<file path="src/rtl/pipe_sink_rx.sv">
// pipe_sink_rx: clocked receiver at the tail of a req/ack micropipeline.
// Synchronizes the last stage's request, captures its data word with a
// 4-phase handshake, and buffers words in a first-word-fall-through FIFO
// that is drained through a valid/ready port.
//
// Handshakes:
//   pipe_req/pipe_ack is 4-phase (return-to-zero). A word is taken when the
//   synchronized request is high in IDLE and the FIFO is not full. pipe_ack
//   then stays high until the synchronized request is seen low.
//   dout/dout_valid/dout_ready follows valid/ready rules. A word transfers on
//   a rising edge where dout_valid and dout_ready are both 1. dout_valid
//   never depends on dout_ready, and dout is stable while dout_valid=1 and
//   dout_ready=0.
module pipe_sink_rx #(
    parameter int SYNC_STAGES = 2,
    parameter int DEPTH       = 4,
    localparam int AW         = $clog2(DEPTH)
) (
    input  logic          clk,
    input  logic          rst_n,
    input  logic          pipe_req,
    input  logic [2:0]    pipe_data,
    output logic          pipe_ack,
    output logic [2:0]    dout,
    output logic          dout_valid,
    input  logic          dout_ready,
    output logic          state_dbg,
    output logic [AW:0]   count_dbg
);

    typedef enum logic {
        IDLE = 1'b0,
        ACK  = 1'b1
    } state_t;

    state_t                 state;
    logic [SYNC_STAGES-1:0] sync_q;
    logic                   req_s;
    logic [2:0]             mem [DEPTH];
    logic [AW-1:0]          wr_ptr;
    logic [AW-1:0]          rd_ptr;
    logic [AW:0]            count;
    logic                   full;
    logic                   wr_en;
    logic                   rd_en;

    assign req_s      = sync_q[SYNC_STAGES-1];
    // Full is taken from the registered count, so a full FIFO never accepts a
    // word even when a read happens on the same edge.
    assign full       = (count == (AW+1)'(DEPTH));
    assign wr_en      = (state == IDLE) && req_s && !full;
    assign dout_valid = (count != '0);
    assign rd_en      = dout_valid && dout_ready;
    assign dout       = mem[rd_ptr];
    assign state_dbg  = state;
    assign count_dbg  = count;

    // Request synchronizer: shift the asynchronous pipe_req through SYNC_STAGES flops.
    always_ff @(posedge clk) begin
        if (!rst_n) begin
            sync_q <= '0;
        end else begin
            sync_q <= {sync_q[SYNC_STAGES-2:0], pipe_req};
        end
    end

    // Handshake FSM: capture on the request in IDLE, release ack once the request drops.
    always_ff @(posedge clk) begin
        if (!rst_n) begin
            state    <= IDLE;
            pipe_ack <= 1'b0;
        end else begin
            case (state)
                IDLE: begin
                    if (wr_en) begin
                        pipe_ack <= 1'b1;
                        state    <= ACK;
                    end
                end
                ACK: begin
                    if (!req_s) begin
                        pipe_ack <= 1'b0;
                        state    <= IDLE;
                    end
                end
                default: begin
                    pipe_ack <= 1'b0;
                    state    <= IDLE;
                end
            endcase
        end
    end

    // FIFO storage: pipe_data is stable here because the request is up and the ack is not.
    always_ff @(posedge clk) begin
        if (rst_n && wr_en) begin
            mem[wr_ptr] <= pipe_data;
        end
    end

    // FIFO pointers and occupancy; a simultaneous read and write leaves count unchanged.
    always_ff @(posedge clk) begin
        if (!rst_n) begin
            wr_ptr <= '0;
            rd_ptr <= '0;
            count  <= '0;
        end else begin
            if (wr_en) begin
                wr_ptr <= wr_ptr + AW'(1);
            end
            if (rd_en) begin
                rd_ptr <= rd_ptr + AW'(1);
            end
            if (wr_en && !rd_en) begin
                count <= count + (AW+1)'(1);
            end else if (rd_en && !wr_en) begin
                count <= count - (AW+1)'(1);
            end
        end
    end

endmodule

</file>
<file path="config.mk">
export PLATFORM = sky130hd
export DESIGN_NAME = pipe_sink_rx
export DESIGN_NICKNAME = d
export VERILOG_FILES = /design/src/rtl/pipe_sink_rx.sv
export SDC_FILE = /design/constraint.sdc
export NUM_CORES = 1
export LEC_CHECK = 0
export ABC_AREA = 1
export BUFFER_PORTS_ARGS = -buffer_cell sky130_fd_sc_hd__buf_2
export CORE_ASPECT_RATIO = 1.25
export CORE_MARGIN = 2
export CORE_UTILIZATION = 58
export CTS_CLUSTER_DIAMETER = 80
export DETAILED_ROUTE_END_ITERATION = 8
export PLACE_DENSITY = 0.81
export RECOVER_POWER = 100
export SLEW_MARGIN = 20
export SYNTH_ARGS = -nofsm -noshare
export SYNTH_HDL_FRONTEND = slang
export SYNTH_SLANG_ARGS = --single-unit
</file>
<file path="constraint.sdc">
create_clock -name clk -period 2.7 [get_ports clk]
set_input_delay 0.27 -clock clk [delete_from_list [all_inputs] [get_ports clk]]
set_output_delay 0.27 -clock clk [all_outputs]
set_load 0.05 [all_outputs]
</file>
Yosys cells after proc, flatten, opt, wreduce, memory -nomap -nowiden --
Memory sizes are Yosys's and may differ from the RTL's. A register that Yosys moved wholly into a read port is not among the register bits. Index checks and enable logic that the tools add are counted.
Operators by class: add/sub/neg operators 4, eq/ne operators 3, muxes and demuxes 12, bitwise logic cells 1, reduce and logical (&&, ||, !) cells 12
Operator list (number):
- logical AND 1 bit | 6
- 2-to-1 mux 1 bit | 6
- 2-to-1 mux 3 bit | 2
- adder 2 x 1 -> 2 bit (second input constant) | 2
- 2-to-1 mux 2 bit | 2
- != test 2 bit (second input constant) | 2
- case mux 1 bit (2 select lines) | 2
- adder 3 x 1 -> 3 bit (second input constant) | 1
- == test 3 bit (second input constant) | 1
- logical NOT 1 bit | 3
- nonzero test 3 bit | 1
- subtractor 3 x 1 -> 3 bit (second input constant) | 1
- AND reduction 2 bit | 1
- nonzero test 2 bit | 1
- NOT 1 bit | 1
Word-level totals: register bits after elaboration 11, memory bits (writable) 12, input port bits 7, output and inout port bits 9, logic and storage cells 39, memories kept 1
Memory list:
- mem | words 4, bits a word 3, read ports 1, clocked after memory_dff 1, write ports 1, line 39 | logic [2:0] mem [DEPTH];

Depth between registers and ports, before layout --
Gate-level depths: netlist of the first run.
word-level depth 7, mapped depth 12, depth with buffers taken out 12

Worst setup path after synthesis of the first run --
Ideal clock, no wire load.
path type flip-flop to flip-flop, start register count[0] (netlist: count_dbg[0]), end register count[1] (netlist: count_dbg[1]), library setup time 119 ps, data arrival time 2023 ps, required time 2581 ps, slack 558 ps, stages on the path, launching flop included 9, path buffers 0, clock period less this slack 2142 ps, path through dfxtp_1 > inv_2 > nand3_2 > nand2_1 > ha_1 > inv_1 > fa_1 > o21ai_1 > a21oi_1
On the way: elaborated cells between the ends (all ways) 14, those cells by class 2 x add/sub; 1 x eq/ne; 2 x mux; 9 x reduce/logical
RTL lines:
- start: declaration | line 42 | logic [AW:0] count;
- start signal: assignment | line 115 | count <= count + (AW+1)'(1);
- start signal: assignment | line 117 | count <= count - (AW+1)'(1);
- nonzero test 3 bit (*) | line 52 | assign dout_valid = (count != '0);
- named net dout_valid | line 25 | output logic dout_valid,
- logical AND 1 bit (*) | line 53 | assign rd_en = dout_valid && dout_ready;
- logical NOT 1 bit | line 114 | if (wr_en && !rd_en) begin
- logical AND 1 bit | line 114
- 2-to-1 mux 3 bit or nonzero test 2 bit (tied branches)
Mark *: on every way through the listed nets, which the timed path passes. The rest lies on a longest branch. The select of a mux whose other input is x is not followed. A chain may end at the register's enable or synchronous reset.

Final worst setup path of the first run --
start register count[0] (netlist: count_dbg[0]), end register count[2] (netlist: count_dbg[2])
On the way: word-level cells in the longest chain between the ends 6, elaborated cells between the ends (all ways) 14, those cells by class 2 x add/sub; 1 x eq/ne; 2 x mux; 9 x reduce/logical
RTL lines:
- == test 3 bit (*) | line 50 | assign full = (count == (AW+1)'(DEPTH));
- logical NOT 1 bit (*) | line 51 | assign wr_en = (state == IDLE) && req_s && !full;
- logical AND 1 bit (*) | line 51
- named net wr_en | line 44 | logic wr_en;
- logical NOT 1 bit | line 116 | end else if (rd_en && !wr_en) begin
- logical AND 1 bit | line 116
- nonzero test 2 bit (no line)
Marked as above.

==> results_dict.tcl, run 1 <==
set metrics [dict create \
    outcome "finished, final reports clean" \
    first_global_vias 718 \
    post-route-min-period_ns 1.93 \
    synth.distinct_cells 23 \
    synth.area.top_cells "edfxtp_1 (33%), dfxtp_1 (24%), ha_1 (5.6%), nand2_1 (5.1%), inv_1 (4.7%)" \
    synth_area_um2 1110 \
    synth-seq-area-share_pct 56.0 \
    yosys_warnings 0 \
    drive_gt1_share_pct 8.40 \
    portBuffers 15 \
    place.gp.congestion 0.819 \
    h-tree-depth 1 \
    fin_setup_tns_ns 0 \
    setup_viol 0 \
    grtUsageTotal_pct 17.2 \
    pin_count 16 \
    required_ns 2.95 \
    yosys.area.top_type_share_pct 32.5 \
    cts_tree "yes" \
    cts_made_buffers 3 \
    clock_latency_ns 0.30 \
    ir_drop_mv 0.864 \
    p_leak_nw 0.481 \
    synth_top_cell_by_area "edfxtp_1" \
    critPathCaptureType "register" \
    rrSetupSlack_ns 0.77 \
    die_area_um2 2280 \
    antennaDiodeCount 0 \
    cts_sinks 25 \
    finalHoldViolCount 0 \
    row_count 17 \
    die_w_um 43.1 \
    syn2layout_area_growth_pct 5.76 \
    slew_violations 0 \
    rr_endpoint "count_dbg[2]" \
    grt_pass1_wl_um 2800 \
    slew_headroom_pct 60.6 \
    finalCritPeriodShare_pct 71.6 \
    fmax_ghz 0.517 \
    path_clk_slew_ns 0.13 \
    dr.pass1.iters 4 \
    cts_setup_buffers 0 \
    arrival_ns 2.19 \
    root_buffer "clkbuf_4" \
    vias 771 \
    crit_type "register to register" \
    postSynthAreaPerCell_um2 9.80 \
    whs_path_depth 3 \
    worstHoldPathType "input port to register" \
    grt.overflow.total 0 \
    drc 0 \
    wl_um 1710 \
    syn_inst 113 \
    drt_iter0_markers 15 \
    initial_core_util_pct 62.0 \
    r2r_cells 11 \
    finClkSkew_ns 0.00699 \
    core_um2 1790 \
    syn_nets 126 \
    die_h_um 52.9 \
    hold_path_startpoint "pipe_req" \
    synth-seq-cells 25 \
    nets 145 \
    cts_resized 0 \
    grt_antenna_before_repair 0 \
    holdBufCountCts 0 \
    nFillCells 156 \
    rsz0062_at_grt "no" \
    grt_max_degree 14 \
    cp-start-kind "register" \
    power_density_nw_per_um2 945 \
    max_cap_violations 0 \
    finalPower_mw 1.11 \
    viasPerCell 5.14 \
    rr_startpoint "count_dbg[0]" \
    cp_max_fo 6 \
    dp.final_hpwl_um 1330 \
    hold_end "sync_q[0]" \
    avgRoutedWirePerCell_um 11.4 \
    clockBufferDepth 2 \
    ant_nets 0 \
    tightest_slew_ns 0.593 \
]
[area by class of cell]
| class | instances | area [µm²] | share of cell area (%) |
|---|---|---|---|
| multi-input combinational | 67 | 367 | 31.3 |
| tap | 19 | 23.8 | 2.03 |
| inverter | 20 | 75.1 | 6.41 |
| clock buffer | 4 | 26.3 | 2.24 |
| sequential | 25 | 621 | 53.0 |
| timing repair buffer | 15 | 58.8 | 5.02 |
[layout by cell type (no fill, tap or decap)]
master,netlist,layout
a21oi_1,6,6
and2_0,0,1
buf_2,0,2
clkbuf_1,0,14
clkbuf_4,0,3
clkinv_1,0,1
dfxtp_1,13,13
edfxtp_1,12,12
fa_1,1,1
ha_1,5,5
inv_1,14,15
inv_2,6,4
nand2_1,15,16
nand2_2,1,1
nand3_1,4,6
nand3b_1,1,1
nand4_1,1,1
nor2_1,12,16
nor2_4,1,1
o21ai_0,0,2
o21ai_1,8,6
o21bai_1,1,1
o22ai_1,3,3
[sequential cells by signal (all words and copies together), names as in the netlist, named ones only]
name and flops:
count_dbg 3, mem 12, pipe_ack 1, rd_ptr 2, state_dbg 1, sync_q 2
wr_ptr 2
[per-layer routing]
metal | vias up | track usage, % | routed length [µm]
li1 | 402 | - | -
met1 | 353 | 18.4 | 750
met2 | 14 | 32.3 | 897
met3 | 2 | 3.07 | 39
met4 | 0 | 7.58 | 17
met5 | - | 0 | 0
[report_power, final]
group / total, mW / switching, mW / internal, mW
clock network: 0.156 / 0.0986 / 0.0575
registers: 0.491 / 0.0498 / 0.441
logic: 0.459 / 0.356 / 0.103
[synth_stat cells (all sizes together)]
| cell | n |
|---|---|
| inv | 20 |
| nand2 | 17 |
| nor2 | 17 |
| dfxtp | 13 |
| edfxtp | 12 |
| o21ai | 8 |
| a21oi | 6 |
| nand3 | 6 |
| ha | 5 |
| o22ai | 3 |
| and2 | 1 |
| buf | 1 |
| fa | 1 |
| nand3b | 1 |
| nand4 | 1 |
| o21bai | 1 |
[critical path, stage by stage (launching register included)]
cell,delay (ns)
dfxtp_1,0.45
inv_1,0.08
nand3_1,0.17
and2_0,0.20
ha_1,0.18
inv_1,0.06
fa_1,0.38
nand2_1,0.10
nand3_1,0.07
nand2_1,0.06
clkinv_1,0.05
nor2_1,0.09
[through the flow]
| step | hold slack [ns] | area [µm²] | std cells | utilization (%) | setup slack, ns |
|---|---|---|---|---|---|
| floorplan | 0.368 | 1110 | 113 | - | 0.558 |
| global placement | 0.413 | 1200 | 146 | 67.1 | 0.975 |
| detailed placement | 0.412 | 1200 | 146 | 67.1 | 0.908 |
| CTS | 0.129 | 1220 | 150 | 68.6 | 0.886 |
| global route | 0.125 | 1170 | 150 | 65.5 | 0.569 |
| finish | 0.138 | 1170 | 150 | 65.5 | 0.765 |
[how the worst max path moves through the flow]
stage,start,to,depth (start not counted)
2_1_floorplan,count_dbg[0],count_dbg[1],8
3_3_place_gp,count_dbg[0],count_dbg[2],12
3_5_place_dp,count_dbg[0],count_dbg[2],12
4_1_cts,count_dbg[0],count_dbg[2],11
5_1_grt,count_dbg[0],count_dbg[2],11
6_report,count_dbg[0],count_dbg[2],11
[kinds of logic after synthesis]
kind of cell / Yosys count / synth area share (%)
flip-flops: 25 / 56.0
AND/OR/NAND/NOR: 43 / 20.3
adder cells (fa/ha/maj): 6 / 7.46
AO/OA/AOI/OAI: 18 / 8.70
buffers and inverters: 21 / 7.46
Note: power is estimated with default switching activity, not from simulation.
==> run 2, diff against run 1 <==
--- a/config.mk
+++ b/config.mk
@@ -9,10 +9,10 @@
 export BUFFER_PORTS_ARGS = -buffer_cell sky130_fd_sc_hd__buf_2
 export CORE_ASPECT_RATIO = 1.25
 export CORE_MARGIN = 2
-export CORE_UTILIZATION = 58
+export CORE_UTILIZATION = 54
 export CTS_CLUSTER_DIAMETER = 80
 export DETAILED_ROUTE_END_ITERATION = 8
-export PLACE_DENSITY = 0.81
+export PLACE_DENSITY = 0.76
 export RECOVER_POWER = 100
 export SLEW_MARGIN = 20
 export SYNTH_ARGS = -nofsm -noshare
==> constraint.sdc (replaced) <==
create_clock -name clk -period 1.9 [get_ports clk]
set_input_delay 0.19 -clock clk [delete_from_list [all_inputs] [get_ports clk]]
set_output_delay 0.19 -clock clk [all_outputs]
set_load 0.05 [all_outputs]
==> run 2 against run 1 <==
  * Fmax grew 11%
  * Core utilization shrank 3.5 points
  * Die area grew 6.8%
  * Sequential share of layout area shrank 1.2 points
  * Register-to-register slack lost 0.61 ns
  * Worst hold slack lost 0.086 ns
  * Non-clock buffer count is the same
  * Largest cell class unchanged
==> results_dict.tcl, run 2 (synthesized netlist as in run 1, its figures left out) <==
set metrics [dict create \
    die_h_um 54.6 \
    p_int_mw 0.904 \
    worstHoldPathType "input port to register" \
    p_clk_share_pct 13.8 \
    portBuffers 15 \
    max_flop_register "mem" \
    finalHoldViolCount 0 \
    cts_made_buffers 3 \
    avgRoutedWirePerCell_um 10.7 \
    dp.final_hpwl_um 1290 \
    cp-start-kind "register" \
    post-place-ws_ns 0.171 \
    tightest_slew_ns 0.596 \
    path_clk_slew_ns 0.12 \
    finClkSkew_ns 0.00289 \
    worst_slack_ns 0.152 \
    multiInputGateArea_um2 397 \
    fmax_ghz 0.572 \
    initial_core_util_pct 56.5 \
    grt_antenna_before_repair 0 \
    crit_type "register to register" \
    viasPerCell 5.06 \
    clock_latency_ns 0.31 \
    path_depth 10 \
    largest_reg_flops 12 \
    hold_path_startpoint "pipe_req" \
    comb_power_share_pct 42.7 \
    r2r_cells 10 \
    p_leak_nw 0.502 \
    ir_drop_mv 1.20 \
    dp_cells 147 \
    place.gp.congestion 0.744 \
    slew_violations 0 \
    finalCritPeriodShare_pct 92.0 \
    dr.pass1.iters 3 \
    h-tree-depth 1 \
    post-route-min-period_ns 1.75 \
    seqCellArea_um2 629 \
    cp_common_cell "nand2_1" \
    slew_headroom_pct 60.5 \
    cp_num_buf_inv 2 \
    cp_cell_sequence "nor2_4, and2_4, ha_2, inv_1, fa_1, nand2_1, nand3_1, nand2_1, clkinv_1, nor2_1" \
    netSwitchingFraction_pct 45.1 \
    setup_viol 0 \
    power_density_nw_per_um2 1350 \
    cts_sinks 25 \
    drc 0 \
    required_ns 2.16 \
    antennaDiodeCount 0 \
    grt_max_degree 14 \
    clockBufferDepth 2 \
    drt_iter0_markers 9 \
    die_w_um 44.5 \
    outcome "finished, final reports clean" \
    grt.overflow.total 0 \
    grt_pass1_wl_um 2730 \
    cp_max_fo 5 \
    nets 145 \
    core_um2 1960 \
    rr_endpoint "count_dbg[2]" \
    whs_path_depth 3 \
    max_cap_violations 0 \
    final_cells 151 \
    vias 764 \
    holdBufCountCts 0 \
    critPathCaptureType "register" \
    ant_nets 0 \
    rr_startpoint "state_dbg" \
    die_area_um2 2430 \
    fin_util_pct 62.1 \
    pin_count 16 \
    root_buffer "clkbuf_4" \
    fin_setup_tns_ns 0 \
    first_global_vias 687 \
    arrival_ns 2.00 \
    finalPower_mw 1.65 \
    grtUsageTotal_pct 16.3 \
    hold_end "sync_q[0]" \
    rsz0062_at_grt "no" \
    cp_slowest_cell "dfxtp_1" \
    cts_tree "yes" \
    layout_common_cells "nand2_1 (16), nor2_1 (16), inv_1 (14)" \
    nFillCells 176 \
    row_count 18 \
    wl_um 1620 \
    critPathTopFamily "simple AND/OR/NAND/NOR gates" \
    syn2layout_area_growth_pct 9.83 \
    p_seq_share_pct 43.5 \
    rrSetupSlack_ns 0.15 \
    drive_gt1_share_pct 17.6 \
    cts_setup_buffers 0 \
    power_switching_mw 0.742 \
    max_stage_delay_ns 0.38 \
]
==> run 2: what timing repair did <==
| action | in CTS | in global routing |
|---|---|---|
| endpoints found under the setup margin | 0 | 1 |
| resized for setup | 0 | 3 |
| hold endpoints to repair | 0 | 0 |
==> run 2: final cells by class <==
cell class	count	area share (%)
Multi-Input combinational cell	67	32.6
Tap cell	20	2.06
Sequential cell	25	51.7
Timing Repair Buffer	15	5.25
Clock buffer	4	2.16
Inverter	20	6.17
==> run 2: how the worst max path moves through the flow <==
stage	slack (ns)	start	endpoint
after floorplan	-0.01	state_dbg	count_dbg[1]
after global placement	0.23	count_dbg[0]	count_dbg[2]
after detailed placement	0.17	count_dbg[0]	count_dbg[2]
after CTS	0.13	count_dbg[0]	count_dbg[2]
after global routing	0.008	count_dbg[1]	count_dbg[2]
final	0.15	state_dbg	count_dbg[2]
==> run 2: worst min-delay path, stage by stage <==
cell and delay [ns]:
buf_2 0.08, nand2_1 0.04, inv_1 0.04
==> run 2: metrics by stage <==
step / cell area (µm²) / hold slack, ns
CTS: 1240 / 0.0426
floorplan: 1120 / 0.288
global route: 1220 / 0.0408
finish: 1220 / 0.0518
global placement: 1210 / 0.376
detailed placement: 1210 / 0.379
==> run 2: layer usage <==
metal	global-route usage (%)	part of all wire (%)	vias to the layer above
met5	0	0	-
met1	17.2	44	346
met2	28.5	51	12
li1	-	-	401
met3	2.97	2.4	5
met4	12.1	2.8	0
==> run 2: power by group through the flow <==
| stage | clock network, mW | logic [mW] | registers (mW) |
|---|---|---|---|
| after floorplan | 0 | 0.486 | 0.822 |
| after global placement | 0 | 0.716 | 0.718 |
| after detailed placement | 0 | 0.731 | 0.722 |
| after CTS | 0.234 | 0.732 | 0.710 |
| after global routing | 0.257 | 0.772 | 0.731 |
| final | 0.228 | 0.703 | 0.715 |
==> run 3, diff against run 2 <==
==> constraint.sdc (replaced) <==
create_clock -name clk -period 1.8 [get_ports clk]
set_input_delay 0.18 -clock clk [delete_from_list [all_inputs] [get_ports clk]]
set_output_delay 0.18 -clock clk [all_outputs]
set_load 0.05 [all_outputs]
==> run 3 against run 2 <==
  * Worst setup slack worse by 0.078 ns
  * Global-route usage is 1.6 points higher
  * Clock power is 4% higher
  * Register-to-register slack worse by 0.08 ns
  * Sequential share of layout area is 2.5 points lower
  * Combinational power is 21% higher
  * Total power is 13% higher
==> results_dict.tcl, run 3 (synthesized netlist as in run 1, its figures left out) <==
set metrics [dict create \
    row_count 18 \
    power_density_nw_per_um2 1440 \
    largest_reg_flops 12 \
    first_global_vias 729 \
    ir_drop_mv 1.18 \
    nets 150 \
    holdWs_ns 0.0569 \
    root_buffer "clkbuf_4" \
    finalCritPeriodShare_pct 95.9 \
    cp_cell_sequence "inv_4, nand3_4, and2_4, ha_1, inv_1, fa_2, o21ai_1, a21oi_1" \
    pin_count 16 \
    post-route-min-period_ns 1.73 \
    critPathCaptureType "register" \
    cts_sinks 25 \
    seqCellArea_um2 634 \
    placed_cell_area_um2 1220 \
    grt_max_degree 14 \
    grt.overflow.total 0 \
    max_flop_register "mem" \
    grt_antenna_before_repair 0 \
    finClkSkew_ns 0.00231 \
    die_area_um2 2430 \
    clockBufferDepth 2 \
    max_stage_delay_ns 0.44 \
    clock_latency_ns 0.31 \
    dr.pass1.iters 4 \
    finalHoldViolCount 0 \
    hold_path_startpoint "pipe_req" \
    finalPower_mw 1.85 \
    layout_common_cells "nand2_1 (15), inv_1 (14), nor2_1 (12), buf_2 (12), edfxtp_1 (12)" \
    worstHoldPathType "input port to register" \
    cp-start-kind "register" \
    grt_pass1_wl_um 2990 \
    cts_made_buffers 3 \
    vias 804 \
    cts_tree "yes" \
    r2r_cells 8 \
    rrSetupSlack_ns 0.07 \
    whs_path_depth 3 \
    initial_core_util_pct 56.5 \
    syn2layout_area_growth_pct 16.4 \
    nFillCells 165 \
    final_common_cell "nand2_1" \
    dp.final_hpwl_um 1490 \
    hold_end "sync_q[0]" \
    slew_violations 0 \
    rr_endpoint "count_dbg[1]" \
    drive_gt1_share_pct 30.9 \
    antennaDiodeCount 0 \
    final_cells 156 \
    grtUsageTotal_pct 17.8 \
    tightest_slew_ns 0.239 \
    dp_cells 147 \
    fin_util_pct 65.8 \
    rr_startpoint "count_dbg[1]" \
    die_w_um 44.5 \
    crit_type "register to register" \
    max_cap_violations 0 \
    h-tree-depth 1 \
    viasPerCell 5.15 \
    core_um2 1960 \
    wl_um 1870 \
    holdBufCountCts 0 \
    cp_max_fo 6 \
    arrival_ns 1.94 \
    multiInputGateArea_um2 414 \
    setup_viol 0 \
    drc 0 \
    avgRoutedWirePerCell_um 12.0 \
    final_area_um2 1290 \
    fin_setup_tns_ns 0 \
    place.gp.congestion 0.788 \
    outcome "finished, final reports clean" \
    cp_slowest_cell "fa_2" \
    die_h_um 54.6 \
    post-place-ws_ns 0.0630 \
    fmax_ghz 0.579 \
    worst_slack_ns 0.0740 \
    ant_nets 0 \
    required_ns 2.01 \
    slew_headroom_pct 84.0 \
    p_leak_nw 0.562 \
    path_clk_slew_ns 0.12 \
    drt_iter0_markers 12 \
    portBuffers 15 \
]
==> run 3: cell types whose count changed in the layout (fill, tap and decap cells not counted), sizes merged <==
cell    previous run  this run
inv               19        20
clkinv             1         0
buf                3        17
clkbuf            16         7
==> run 3: metal layers <==
metal  GRT usage [%]  vias up  wire length [µm]
met2            35.3       12              1100
met1            16.4      378               695
li1                -      410                 -
met4            9.09        0                25
met5               0        -                 0
met3            4.29        4                51
==> run 3: critical path, delay by kind of cell (launching register included) <==
kind | cells | cell delay, ns
AO/OA/AOI/OAI | 2 | 0.18
AND/OR/NAND/NOR | 2 | 0.26
buffers and inverters | 2 | 0.17
adder cells (fa/ha/maj) | 2 | 0.64
flip-flops | 1 | 0.38
==> run 3: area by class of cell <==
type / instances / area share [%]
clock buffers: 4 / 2.04
inverters: 20 / 6.21
multi-input cells: 67 / 32.1
flip-flops and latches: 25 / 49.2
well taps: 20 / 1.94
repair buffers: 20 / 8.45
==> run 3: worst max-delay path by stage <==
stage / startpoint / endpoint / slack, ns / cells past startpoint
6_report: count_dbg[1] / count_dbg[1] / 0.07 / 8
5_1_grt: count_dbg[1] / count_dbg[1] / -0.001 / 8
4_1_cts: count_dbg[1] / count_dbg[1] / 0.03 / 8
3_5_place_dp: count_dbg[1] / count_dbg[1] / 0.06 / 8
3_3_place_gp: count_dbg[1] / count_dbg[1] / 0.11 / 8
2_1_floorplan: count_dbg[1] / count_dbg[2] / 0.009 / 12
==> run 3: timing repair <==
action                     in CTS  in global routing
buffers inserted                0                  5
setup endpoints to repair       0                  2
resized for setup               0                  4
==> run 3: report_power, final <==
group	switching, mW	total (mW)	leakage, nW	internal, mW
Sequential	0.0803	0.762	0.218	0.681
Combinational	0.588	0.854	0.330	0.266
Clock	0.150	0.237	0.0150	0.0865
